==> src/rtl/fsm_countdown_pkg.sv <==
// Shared state encoding for the board's LED counter FSMs (up and down variants
// use the same codes) plus a saturating-decrement helper.
package fsm_countdown_pkg;

  localparam logic [1:0] STATE_IDLE     = 2'd0;
  localparam logic [1:0] STATE_COUNTING = 2'd1;
  localparam logic [1:0] STATE_DONE     = 2'd2;

  typedef enum logic [1:0] {
    S_IDLE     = STATE_IDLE,
    S_COUNTING = STATE_COUNTING,
    S_DONE     = STATE_DONE,
    S_UNUSED   = 2'd3
  } state_t;

  function automatic logic [3:0] dec_sat(input logic [3:0] v);
    return (v == 4'd0) ? 4'd0 : v - 4'd1;
  endfunction

endpackage

==> src/rtl/fsm_countdown_button_debounce.sv <==
// Active-low button conditioner: inversion, 2-FF synchroniser, counter-based
// debouncer and a one-clk pulse on the stable released->pressed edge.
module button_debounce #(
  parameter int DEBOUNCE_COUNT = 120000
) (
  input  logic clk,
  input  logic rst,
  input  logic btn_n_in,
  output logic pressed_level,
  output logic press_pulse
);

  localparam int CW = $clog2(DEBOUNCE_COUNT + 1);

  logic          sync1;
  logic          sync2;
  logic [CW-1:0] cnt;
  logic          settle;

  assign settle = (cnt == CW'(DEBOUNCE_COUNT - 1));

  // The stable level flips on the DEBOUNCE_COUNT-th consecutive mismatching clk.
  always_ff @(posedge clk or posedge rst) begin
    if (rst) begin
      sync1         <= 1'b0;
      sync2         <= 1'b0;
      cnt           <= '0;
      pressed_level <= 1'b0;
      press_pulse   <= 1'b0;
    end else begin
      sync1       <= ~btn_n_in;
      sync2       <= sync1;
      press_pulse <= 1'b0;
      if (sync2 != pressed_level) begin
        if (settle) begin
          pressed_level <= sync2;
          press_pulse   <= sync2;
          cnt           <= '0;
        end else begin
          cnt <= cnt + CW'(1);
        end
      end else begin
        cnt <= '0;
      end
    end
  end

endmodule

==> src/rtl/fsm_countdown.sv <==
// Moore FSM that counts the LED bank down from START_VALUE to zero after a
// debounced go press, shows done_sig for one tick period, then idles.
module fsm_countdown
  import fsm_countdown_pkg::*;
#(
  parameter int         TICK_COUNT     = 1500000,
  parameter int         DEBOUNCE_COUNT = 120000,
  parameter logic [3:0] START_VALUE    = 4'hF
) (
  input  logic       clk,
  input  logic       rst,
  input  logic       go_btn,
  output logic [3:0] led,
  output logic       done_sig
);

  localparam int TW = $clog2(TICK_COUNT);

  state_t        state;
  logic [TW-1:0] tick_cnt;
  logic          tick;
  logic          press_pulse;
  logic          pressed_level;
  logic          go_press;

  button_debounce #(
    .DEBOUNCE_COUNT(DEBOUNCE_COUNT)
  ) u_debounce (
    .clk          (clk),
    .rst          (rst),
    .btn_n_in     (go_btn),
    .pressed_level(pressed_level),
    .press_pulse  (press_pulse)
  );

  // Qualify with the level so only a pulse on an accepted press starts a count.
  assign go_press = press_pulse & pressed_level;
  assign tick     = (tick_cnt == TW'(TICK_COUNT - 1));

  always_ff @(posedge clk or posedge rst) begin
    if (rst) begin
      state    <= S_IDLE;
      led      <= 4'd0;
      done_sig <= 1'b0;
      tick_cnt <= '0;
    end else begin
      case (state)
        S_IDLE: begin
          tick_cnt <= '0;
          done_sig <= 1'b0;
          if (go_press) begin
            state <= S_COUNTING;
            led   <= START_VALUE;
          end
        end
        S_COUNTING: begin
          tick_cnt <= tick ? '0 : tick_cnt + TW'(1);
          if (tick) begin
            if (led != 4'd0) begin
              led <= dec_sat(led);
            end else begin
              state    <= S_DONE;
              done_sig <= 1'b1;
            end
          end
        end
        S_DONE: begin
          tick_cnt <= tick ? '0 : tick_cnt + TW'(1);
          if (tick) begin
            state    <= S_IDLE;
            done_sig <= 1'b0;
            led      <= 4'd0;
          end
        end
        default: begin
          state    <= S_IDLE;
          done_sig <= 1'b0;
          tick_cnt <= '0;
        end
      endcase
    end
  end

endmodule
==> config.mk <==
export PLATFORM = sky130hd
export DESIGN_NAME = fsm_countdown
export DESIGN_NICKNAME = d
export VERILOG_FILES = /design/src/rtl/fsm_countdown_pkg.sv /design/src/rtl/fsm_countdown_button_debounce.sv /design/src/rtl/fsm_countdown.sv
export SDC_FILE = /design/constraint.sdc
export NUM_CORES = 1
export LEC_CHECK = 0
export ABC_AREA = 1
export CAP_MARGIN = 25
export CORE_ASPECT_RATIO = 0.9
export CORE_MARGIN = 2
export CORE_UTILIZATION = 40
export DETAILED_ROUTE_END_ITERATION = 6
export GPL_ROUTABILITY_DRIVEN = 0
export HOLD_SLACK_MARGIN = 0.08
export SYNTH_ARGS = -nofsm -noshare
export SYNTH_HDL_FRONTEND = slang
export SYNTH_SLANG_ARGS = --single-unit
export TNS_END_PERCENT = 100
==> constraint.sdc <==
create_clock -name clk -period 2 [get_ports clk]
set_input_delay 0.4 -clock clk [delete_from_list [all_inputs] [get_ports clk]]
set_output_delay 0.4 -clock clk [all_outputs]
set_load 0.02 [all_outputs]
; Word level (Yosys, flattened, before mapping)
; Cells that the tools add are included.
[totals]
reg_bits = 49
rom_bits = 0
n_memories = 0
latch_bits = 0
ram_bits = 0
output_inout_bits = 5
[classes]
n_mux = 21
bitwise = 2
div_mod_pow = 0
multipliers = 0
n_shift = 0
addsub = 3
order_cmp = 0
reduce_logical = 9
eq_ne = 10
[op_table]
columns = cell, count
row1 = two-way mux 21 bit, 2
row2 = two-way mux 17 bit, 2
row3 = "adder 21 x 1 -> 21 bit, second input constant", 1
row4 = "== test 21 bit, second input constant", 1
row5 = two-way mux 4 bit, 5
row6 = "adder 17 x 1 -> 17 bit, second input constant", 1
row7 = "== test 17 bit, second input constant", 1
row8 = one-hot mux 4 bit (3 select lines), 1
row9 = "!= test 2 bit, second input constant", 5
row10 = two-way mux 2 bit, 4
row11 = one-hot mux 2 bit (3 select lines), 1
row12 = two-way mux 1 bit, 5
row13 = AND reduction 5 bit, 1
row14 = logical NOT 4 bit, 1
row15 = AND reduction 4 bit, 1
row16 = nonzero test 4 bit, 1
row17 = "subtractor 4 x 1 -> 4 bit, second input constant", 1
row18 = AND reduction 3 bit, 1
row19 = nonzero test 3 bit, 1
row20 = "== test 2 x 1 -> 1 bit, second input constant", 1
row21 = "== test 2 bit, second input constant", 1
row22 = logical NOT 2 bit, 1
row23 = one-hot mux 1 bit (2 select lines), 1
row24 = AND reduction 2 bit, 1
row25 = other kinds (4), 4

; Longest topological paths before layout
[logic_depth]
ltp_word = 5
depth_mapped = 9
ltp_nobuf = 9

; Cells and area by module
; From an unflattened synthesis, not the netlist that was laid out.
[hier_totals]
cells_unflattened = 394
area_unflattened_um2 = 2837.7
[by_module_without_submodules]
columns = module, instances, area_per_inst_um2, cells_each
row1 = fsm_countdown, 1, 1711.6, 251
row2 = button_debounce, 1, 1126.1, 143

; Least setup slack after synthesis
; Ideal clock, no wire load.
[synth_path]
kind = register to register
from = register state[1]
to = register led[3]
required_ns = 1.883
path_buffers = 1
setup_slack_ns = 0.546
t_arrival_ns = 1.336
path_stages_with_launch = 10
path_cell_list = dfrtp_1 > inv_1 > ha_1 > or2_1 > buf_6 > o21ai_2 > nor2_2 > nand2_4 > nand2_1 > nand2_1
[synth_between]
elab_chain_cells = 3
word_cells_on_any_way = 10
[synth_rtl]
columns = item, line
row1 = "start, declared", fsm_countdown.sv:19  ; state_t state;
row2 = "start signal, assigned", fsm_countdown.sv:42  ; state <= S_IDLE;
row3 = "start signal, assigned", fsm_countdown.sv:52  ; state <= S_COUNTING;
row4 = "start signal, assigned", fsm_countdown.sv:62  ; state <= S_DONE;
row5 = == test 2 x 1 -> 1 bit (tied with other cells), fsm_countdown.sv:47  ; case (state)
row6 = != test 2 bit (no source line) or nonzero test 3 bit (tied branches), n/a
row7 = AND reduction 5 bit (no source line), n/a
row8 = "end signal, assigned", fsm_countdown.sv:60  ; led <= dec_sat(led);
row9 = "end, declared", fsm_countdown.sv:13  ; output logic [3:0] led,
; Several ways; a longest one is shown, not always the timed one.
; A chain may end at the register's enable or synchronous reset.

; Worst setup path after layout
[layout_path]
from = register led[0]
to = output port led[0]
; No word-level cell between the ends.

==> results.py <==
metrics = {
    "status": {
        "status": "completed",
    },
    "detailed_routing": {
        "routedWlPerCell_um": 11.8,
        "met1_length_mm": 3.30,
        "vias": 2492,
        "drtAntennaViolNets": 0,
        "drt_iter0_drc": 135,
        "wl_met3_um": 261,
        "vias_per_cell": 4.76,
        "met2WireLength_mm": 2.59,
        "drtPass1Iterations": 4,
        "drcViolationCount": 0,
        "top_layer": "met4",
        "wl_mm": 6.18,
    },
    "logic_synthesis": {
        "syn_nets": 422,
        "avgSynthCellArea_um2": 7.11,
        "synth-warning-count": 0,
        "yosys_register_bits": 49,
        "synth.distinct_cells": 26,
        "netlist_instances": 414,
        "seq_area_frac_synth": 0.417,
        "synth_area_mm2": 0.00294,
    },
    "global_route": {
        "overflow": 0,
        "antenna_found_initial": 0,
        "grt_max_degree": 50,
        "grt_first_pass_wirelength_mm": 11.0,
        "grt_pass1_vias": 2343,
        "grt_usage": 0.171,
    },
    "clocking": {
        "clk_latency_ns": 0.30,
        "htree_levels": 2,
        "clockBufferDepth": 2,
        "cts_resized": 0,
        "cts_tree": "done",
        "cts_root_buffer": "clkbuf_8",
        "cts.sinks": 49,
        "holdBufCountCts": 0,
        "clk_pin_slew_ns": 0.09,
        "cts_setup_buffers": 0,
        "cts_buffers": 5,
    },
    "cells_and_area": {
        "nNetsFinal": 437,
        "syn2layout_area_growth_pct": 9.82,
        "drive_above_1_share": 0.102,
        "diodes": 0,
        "utilization": 0.457,
    },
    "timing": {
        "rsz0062_at_grt": "no",
        "fmax_mhz": 561,
        "setup_viol": 0,
        "fin_crit_sh": 0.891,
        "maxSlewHeadroom": 0.796,
        "finalHoldViolations": 0,
        "clock_skew_ns": 0.00787,
        "post-route-min-period_ns": 1.78,
        "finalMaxSlewViolations": 0,
        "tns_ns": 0,
        "tightest_slew_ns": 0.306,
    },
    "floorplanning": {
        "die_y_um": 85.4,
        "core_region_area_mm2": 0.00708,
        "dieArea_mm2": 0.00806,
        "start_util": 0.416,
        "die_w_um": 94.4,
        "rows": 29,
        "io-pin-count": 8,
    },
    "setup_path": {
        "cp_max_fo": 5,
        "crit_path_start": "led[0]",
        "crit_arrival_ns": 1.38,
        "max_stage_delay_ns": 0.64,
        "end_kind": "primary output",
        "startpoint_type": "flop",
        "cp_top_family": "buffers and inverters",
        "cp_data_required_time_ns": 1.60,
        "r2r_cells": 8,
        "critical_path_class": "flop to primary output",
        "path_cells": "clkdlybuf4s50_1",
        "worst-path-buf-inv": 1,
        "worst-path-stages": 1,
        "r2r_start": "state[1]",
        "crit_slowest_cell": "clkdlybuf4s50_1",
    },
    "place": {
        "dp_hpwl_mm": 4.78,
        "io_buffers": 7,
    },
    "hold_path": {
        "min_path_cells": 0,
        "hold_start": "u_debounce.sync1",
        "hp-class": "flop to flop",
    },
    "power": {
        "ir_drop_uv": 341,
        "p_leak_nw": 1.36,
        "power_density_mw_per_mm2": 506,
    },
    "run": {
        "drv_cap": 0,
    },
}
flip-flops by register name (all words and copies together) (netlist names), 2 cells and up:
register        flops
u_debounce.cnt     17
tick_cnt           21
state               2
led                 4
per-layer routing:
metal | GRT usage | vias up
li1 | - | 1320
met1 | 0.264 | 1128
met2 | 0.253 | 42
met3 | 0.0293 | 2
met4 | 0.0316 | 0
met5 | 0 | -
metrics by stage:
stage / worst slack, ns / total power, W / area (um2) / hold slack, ns / instances
2_1_floorplan: 0.427 / 0.00105 / 2940 / 0.331 / 414
3_3_place_gp: 0.364 / 0.00107 / 3150 / 0.337 / 515
3_5_place_dp: 0.332 / 0.00107 / 3150 / 0.346 / 515
4_1_cts: 0.213 / 0.00167 / 3230 / 0.369 / 523
5_1_grt: 0.139 / 0.00172 / 3230 / 0.374 / 523
6_report: 0.217 / 0.00164 / 3230 / 0.365 / 523
final timing paths:
kind / endpoint / slack (ns)
max in group asynchronous: u_debounce.cnt[13] / 1.31
hold / removal: u_debounce.sync2 / 0.36
hold reg to reg: u_debounce.sync2 / 0.36
setup / recovery: led[0] / 0.22
min in group asynchronous: u_debounce.sync1 / 0.46
setup reg to reg: led[2] / 0.34
cells in the final DEF, fill, tap and decap left out, drive strengths merged:
cell	synthesis	final
o21ai	5	5
nor2	97	97
xnor2	6	6
dfrtp	49	49
nand2	121	121
a21oi	7	7
clkbuf	0	6
and2	2	2
inv	53	54
ha	5	5
nand4	8	8
xor2	6	6
or2	2	2
nand3	38	38
clkdlybuf4s50	0	7
clkinv	0	1
buf	1	2
nor3	14	14
cell usage after synthesis (all sizes together):
library cell,n,area [um2]
or2,2,12.5
xnor2,6,60.1
nand4,8,50.1
nand2,121,487
and2,2,12.5
o21ai,5,28.8
dfrtp,49,1230
xor2,6,52.6
inv,53,199
buf,1,11.3
nand3,38,205
a21oi,7,35.0
ha,5,62.6
nor3,14,96.4
nor2,97,404
area by class of cell:
class / count / area, um2
Sequential cell: 49 / 1230
Inverter: 53 / 199
Timing Repair Buffer: 9 / 97.6
Clock buffer: 6 / 72.6
Clock inverter: 2 / 13.8
Tap cell: 93 / 116
Multi-Input combinational cell: 311 / 1510
Fill cell: 726 / 3840
where the power goes:
part | total, W | internal (W) | switching (W)
logic | 0.0000491 | 0.0000166 | 0.0000325
registers | 0.00100 | 0.000997 | 0.00000534
clock network | 0.000584 | 0.000250 | 0.000334
kinds of logic after synthesis:
logic type	count (synthesis)	share of synthesized area
fa+ha+maj	5	0.0213
flops	49	0.417
compound gates	12	0.0217
buf+inv	54	0.0714
xor+xnor	12	0.0383
simple gates	282	0.431
Power figures use the tool's default switching activity.
